==> config.mk <==
export PLATFORM = sky130hd
export DESIGN_NAME = bin_search_ctrl
export DESIGN_NICKNAME = d
export VERILOG_FILES = /design/src/rtl/bin_search_ctrl.sv
export SDC_FILE = /design/constraint.sdc
export NUM_CORES = 1
export LEC_CHECK = 0
export CORE_ASPECT_RATIO = 0.5
export CORE_MARGIN = 2
export CORE_UTILIZATION = 45
export CTS_CLUSTER_DIAMETER = 150
export DETAILED_ROUTE_END_ITERATION = 10
export PLACE_DENSITY_LB_ADDON = 0.3
export SETUP_SLACK_MARGIN = 0.05
export SLEW_MARGIN = 20
export SYNTH_ARGS = -nofsm -noshare
export SYNTH_HDL_FRONTEND = slang
export SYNTH_SLANG_ARGS = --single-unit
export TNS_END_PERCENT = 100
==> constraint.sdc <==
create_clock -name i_clk -period 3 [get_ports i_clk]
set_clock_uncertainty 0.1 [all_clocks]
set_input_delay 0.45 -clock i_clk [delete_from_list [all_inputs] [get_ports i_clk]]
set_output_delay 0.45 -clock i_clk [all_outputs]
set_load 0.01 [all_outputs]
==> src/rtl/bin_search_ctrl.sv <==
// ---------------------------------------------------------------------------
// bin_search_ctrl
//
// Sequential initiator for a magnitude comparator. It drives a candidate onto
// the comparator B side, reads GT/LT/EQ back, and binary-searches the unknown
// value sitting on the A side. It is used to self-check comparator slices and
// to resolve thresholds without reading A directly.
//
// One probe is made every (SETTLE+1) cycles, with at most WIDTH+1 probes.
// Inconsistent flags, an exhausted range or a runaway probe count end the
// search with an error pulse.
//
// Ports
//   i_clk     rising-edge clock
//   i_rst     asynchronous, active-high reset
//   i_start   1-cycle pulse; starts a search when idle
//   i_GT      comparator: A >  o_guess
//   i_LT      comparator: A <  o_guess
//   i_EQ      comparator: A == o_guess
//   o_guess   registered candidate driven to comparator B (held when idle)
//   o_busy    search in progress
//   o_done    1-cycle pulse: search finished, o_result valid
//   o_err     1-cycle pulse, coincident with o_done: search failed
//   o_result  found value; held until the next accepted i_start
//   o_probes  probes used by the last search; held
// ---------------------------------------------------------------------------
module bin_search_ctrl #(
    parameter int WIDTH  = 4,
    parameter int SETTLE = 0
) (
    input  logic                          i_clk,
    input  logic                          i_rst,
    input  logic                          i_start,
    input  logic                          i_GT,
    input  logic                          i_LT,
    input  logic                          i_EQ,
    output logic [WIDTH-1:0]              o_guess,
    output logic                          o_busy,
    output logic                          o_done,
    output logic                          o_err,
    output logic [WIDTH-1:0]              o_result,
    output logic [$clog2(WIDTH+2)-1:0]    o_probes
);

    localparam int PW = $clog2(WIDTH + 2);

    // lo/hi carry one extra bit so lo can step past the top of the range
    // (lo = 2**WIDTH) without wrapping back to zero.
    localparam logic [WIDTH:0]   RANGE_MAX   = {1'b0, {WIDTH{1'b1}}};
    localparam logic [WIDTH:0]   ONE_W1      = {{WIDTH{1'b0}}, 1'b1};
    localparam logic [WIDTH-1:0] FIRST_GUESS = {1'b0, {(WIDTH-1){1'b1}}};
    localparam logic [PW-1:0]    PROBE_ONE   = {{(PW-1){1'b0}}, 1'b1};
    localparam logic [PW-1:0]    PROBE_LIMIT = PW'(WIDTH + 1);
    localparam logic [3:0]       SETTLE_LAST = 4'((SETTLE > 0) ? (SETTLE - 1) : 0);

    typedef enum logic [2:0] {
        ST_IDLE  = 3'd0,
        ST_WAIT  = 3'd1,
        ST_PROBE = 3'd2,
        ST_DONE  = 3'd3,
        ST_ERR   = 3'd4
    } state_t;

    // With no settle time the wait state is skipped entirely.
    localparam state_t ST_ISSUE = (SETTLE == 0) ? ST_PROBE : ST_WAIT;

    state_t            state_q,  state_d;
    logic [WIDTH:0]    lo_q,     lo_d;
    logic [WIDTH:0]    hi_q,     hi_d;
    logic [3:0]        cnt_q,    cnt_d;
    logic [WIDTH-1:0]  guess_q,  guess_d;
    logic              busy_q,   busy_d;
    logic              done_q,   done_d;
    logic              err_q,    err_d;
    logic [WIDTH-1:0]  result_q, result_d;
    logic [PW-1:0]     probes_q, probes_d;

    // Candidate bounds after a GT or LT answer, and the sums whose halves
    // give the next midpoint. All at WIDTH+1 bits; the sums cannot overflow
    // because lo <= 2**WIDTH and hi <= 2**WIDTH-1.
    logic [WIDTH:0] gt_lo, lt_hi, gt_sum, lt_sum;
    logic [PW-1:0]  probes_inc;

    assign gt_lo      = {1'b0, guess_q} + ONE_W1;
    assign lt_hi      = {1'b0, guess_q} - ONE_W1;
    assign gt_sum     = gt_lo + hi_q;
    assign lt_sum     = lo_q + lt_hi;
    assign probes_inc = probes_q + PROBE_ONE;

    always_comb begin
        state_d  = state_q;
        lo_d     = lo_q;
        hi_d     = hi_q;
        cnt_d    = cnt_q;
        guess_d  = guess_q;
        busy_d   = busy_q;
        done_d   = 1'b0;
        err_d    = 1'b0;
        result_d = result_q;
        probes_d = probes_q;

        case (state_q)
            ST_IDLE: begin
                if (i_start) begin
                    lo_d     = '0;
                    hi_d     = RANGE_MAX;
                    guess_d  = FIRST_GUESS;
                    probes_d = '0;
                    result_d = '0;
                    busy_d   = 1'b1;
                    cnt_d    = '0;
                    state_d  = ST_ISSUE;
                end
            end

            ST_WAIT: begin
                if (cnt_q == SETTLE_LAST) begin
                    cnt_d   = '0;
                    state_d = ST_PROBE;
                end else begin
                    cnt_d = cnt_q + 4'd1;
                end
            end

            ST_PROBE: begin
                probes_d = probes_inc;
                // Anything not explicitly resolved below is a failure:
                // no flag, several flags, exhausted range or probe limit.
                state_d  = ST_ERR;
                case ({i_GT, i_LT, i_EQ})
                    3'b001: begin
                        result_d = guess_q;
                        state_d  = ST_DONE;
                    end
                    3'b100: begin
                        if (gt_lo <= hi_q && probes_inc != PROBE_LIMIT) begin
                            lo_d    = gt_lo;
                            guess_d = WIDTH'(gt_sum >> 1);
                            state_d = ST_ISSUE;
                        end
                    end
                    3'b010: begin
                        if (guess_q != '0 && lo_q <= lt_hi &&
                            probes_inc != PROBE_LIMIT) begin
                            hi_d    = lt_hi;
                            guess_d = WIDTH'(lt_sum >> 1);
                            state_d = ST_ISSUE;
                        end
                    end
                    default: ;
                endcase

                if (state_d == ST_DONE) begin
                    done_d = 1'b1;
                    busy_d = 1'b0;
                end else if (state_d == ST_ERR) begin
                    done_d   = 1'b1;
                    err_d    = 1'b1;
                    busy_d   = 1'b0;
                    result_d = '0;
                end
            end

            // The pulse is already on the outputs; i_start is ignored here.
            ST_DONE, ST_ERR: begin
                state_d = ST_IDLE;
            end

            default: begin
                state_d = ST_IDLE;
                busy_d  = 1'b0;
            end
        endcase
    end

    always_ff @(posedge i_clk or posedge i_rst) begin
        if (i_rst) begin
            state_q  <= ST_IDLE;
            lo_q     <= '0;
            hi_q     <= '0;
            cnt_q    <= '0;
            guess_q  <= '0;
            busy_q   <= 1'b0;
            done_q   <= 1'b0;
            err_q    <= 1'b0;
            result_q <= '0;
            probes_q <= '0;
        end else begin
            state_q  <= state_d;
            lo_q     <= lo_d;
            hi_q     <= hi_d;
            cnt_q    <= cnt_d;
            guess_q  <= guess_d;
            busy_q   <= busy_d;
            done_q   <= done_d;
            err_q    <= err_d;
            result_q <= result_d;
            probes_q <= probes_d;
        end
    end

    assign o_guess  = guess_q;
    assign o_busy   = busy_q;
    assign o_done   = done_q;
    assign o_err    = err_q;
    assign o_result = result_q;
    assign o_probes = probes_q;

endmodule
==> summary.md <==
| Metric | Value |
|---|---|
| Outcome | `finished clean` |
| Cell Area, Synth | `just over 0.002 mm2` |
| First-pass GRT wire length | `7.92 mm` |
| Number of buffers inserted by port buffering | `19` |
| Average cell area after synthesis | `9.65 um2` |
| Worst Setup Start Kind | `flop` |
| LEAKAGE | `0.00121 uW` |
| Final setup TNS | `0 ns` |
| Final Wtd Congestion | `0.857` |
| Total of endpoints with negative setup slack in the final report | `0` |
| Highest-count cells in the layout ignoring fill and taps | `dfrtp_1 (30), ha_1 (23), inv_1 (20), clkdlybuf4s50_1 (19), nand2_1 (17)` |
| Number of distinct library cells after synthesis | `45` |
| Vias per cell | `between 5 and 6` |
| Time the worst path needs with I/O delays and setup | `2.85 ns` |
| DRC Markers | `0` |
| Antenna violations before repair | `0` |
| Path type of the worst setup path | `flop to flop` |
| CTS sink cnt | `31` |
| Max_cap viols | `0` |
| Number of buffers created by CTS | `5` |
| Required time worst endpoint | `3.08 ns` |
| Largest driver fanout on the critical path | `7` |
| Die ar. | `0.00515 mm2` |
| Most common cell after layout, fill and taps aside | `dfrtp_1` |
| Later-pin clock latency in the skew report | `0.29 ns` |
| Ys flop type | `dfrtp_1` |
| Highest clock rate | `~350 MHz` |
| Via total after detailed routing | `~1700` |
| Via count of the first global-routing pass | `1627` |
| Gr ovfl total | `0` |
| Net count of the mapped netlist | `245` |
| Detailed-route wire length per cell | `15.3 um` |
| Largest net degree at the start of global routing | `32` |
| Initial DRC count | `between 90 and 100` |
| Count of standard-cell rows | `17` |
| Post-detail-place hpwl | `3.37 mm` |
| Async set-reset flop share out of synthesis | `100%` |
| Hold_buf cts | `0` |
| Post-synthesis instance total | `213` |
| Class of the tightest hold or removal check | `flop to flop` |
| IO Pins | `20` |
| Setup Buffers After CTS | `0` |
| Power density cells | `about 790 mW/mm2` |
| Floorplan Core Area | `~0.0044 mm2` |
| Post-synthesis register bit count | `31` |
| Chip Width | `roughly 100 um` |
| Peak supply drop | `0.287 mV` |
| Post-detailed-routing wire length | `between 4 and 5 mm` |
| Worst Max-Slew Pin Slew | `0.533 ns` |
| Number of enable-type register cells in the synthesized netlist | `0` |
| WHS | `0.420 ns` |
| Die Span Y | `51.8 um` |
| Sequential share of the synthesized area | `37.8%` |
| First drt pass iteration count | `4` |
| Number of max-slew violations in the final report | `0` |
| Diodes inserted | `0` |
| Unrepaired setup endpoints after global routing | `no` |
| Master cell of the clock root buffer | `clkbuf_8` |
| Share of cells above drive strength 1 | `12.8%` |
| Clock transition at the registers of the reported paths | `approximately 0.070 ns` |
| CTS H-Tree Depth | `2` |
| Data arrival time of the critical path | `2.93 ns` |
| Total global routing track utilization | `20.3%` |
| Number of endpoints with negative hold slack in the final report | `0` |
| Initial Util | `46.7%` |
| CTS tree | `yes` |
| Remaining number of nets flagged by the antenna check after routing | `0` |
| Headroom to the max-slew limit | `between 60% and 70%` |
| Synth Warn # | `0` |
| Layout net count | `274` |
| Bufs on Longest Clock Path | `2` |
| Period utilisation layout | `around 95%` |
| Crit. End Element | `flop` |
| Synthesis-to-finish area growth | `21.6%` |
[per-stage QoR]
stage	worst slack (ns)	total power, uW	cell area [um2]	utilization, %	cells
floorplan	0.332	1170	2050	-	213
global placement	0.124	1470	2350	53.3	292
detailed placement	0.00789	1490	2350	53.3	292
CTS	0.0543	1940	2470	56.0	300
global route	0.0254	2110	2500	56.7	300
finish	0.149	1980	2500	56.7	300
[worst paths after layout]
check / from / to / slack [ns] / depth (start not counted)
max reg2reg: o_guess[0]$_DFFE_PP0P_ / o_guess[3]$_DFFE_PP0P_ / 0.15 / 9
max: o_guess[0]$_DFFE_PP0P_ / o_guess[3]$_DFFE_PP0P_ / 0.15 / 9
min in group asynchronous: i_rst / hi_q[4]$_DFFE_PP0P_ / 0.44 / 3
min: o_result[2]$_DFFE_PP0P_ / o_result[2]$_DFFE_PP0P_ / 0.42 / 1
max in group asynchronous: i_rst / o_guess[0]$_DFFE_PP0P_ / 2.05 / 3
min reg2reg: o_result[2]$_DFFE_PP0P_ / o_result[2]$_DFFE_PP0P_ / 0.42 / 1
[cell type report]
cell class / count / area, um2
Clock buffer: 6 / 82.6
Clock inverter: 2 / 35.0
Timing Repair Buffer: 26 / 243
Fill cell: 377 / 1900
Multi-Input combinational cell: 157 / 1210
Sequential cell: 31 / 777
Inverter: 21 / 78.8
Tap cell: 57 / 71.3
[cells by family after synthesis]
kind of cell	share of synthesized area [%]
and+or+nand+nor	16.1
xor gates and xnor gates	4.26
buffers and inverters	4.93
DFF	37.8
AOI/OAI and AO/OA	19.4
muxes	0.974
adders and majority gates	16.6
[state kept, by name, summed over array words and instances, names as in the netlist]
register and cells:
cnt_q 4, hi_q 5, o_result 4, o_done 1, o_err 1, o_busy 1
lo_q 5, o_probes 3, o_guess 4, state_q 3
[repair_timing]
action	4_1_cts	5_1_grt
cloned	0	0
endpoints found under the setup margin	4	15
pin swaps	0	3
gates resized for setup	1	9
[worst max-delay path, stage by stage, from the launching register on]
cell and delay, ns:
dfrtp_2 0.46, or4_1 0.56, nand2_1 0.13, ha_1 0.30
nor3b_2 0.22, and3b_1 0.20, a31oi_2 0.06, o21ai_2 0.35
o21bai_4 0.11, a22o_1 0.24
[synth_stat cells (3+ instances only)]
cell	number	share of area, %
a22o_1	6	2.6
dfrtp_1	31	38
xor2_1	5	2.1
nand2_1	17	3.1
nor2_1	10	1.8
nand3_1	11	2.7
inv_1	21	3.8
a22oi_1	3	1.1
nor3b_1	4	1.5
o21bai_1	3	1.1
o21ai_0	15	3.7
nand2b_1	4	1.2
a21o_1	6	2.2
a21oi_1	8	1.9
ha_1	24	15
clkbuf_1	3	0.55
a2bb2oi_1	3	1.3
xnor2_1	5	2.1
nor3_1	3	0.73
[routing by layer]
metal  track usage, %  routed length [um]
met2             30.5                1960
met3             4.84                 244
met1             28.2                2310
met4             8.45                  88
met5                0                   0
[where the power goes]
part | switching, uW | leakage [uW] | internal, uW
Sequential | 89.3 | 0.000388 | 505
Clock | 174 | 0.0000612 | 269
Combinational | 512 | 0.000766 | 431
Power figures use the tool's default switching activity.
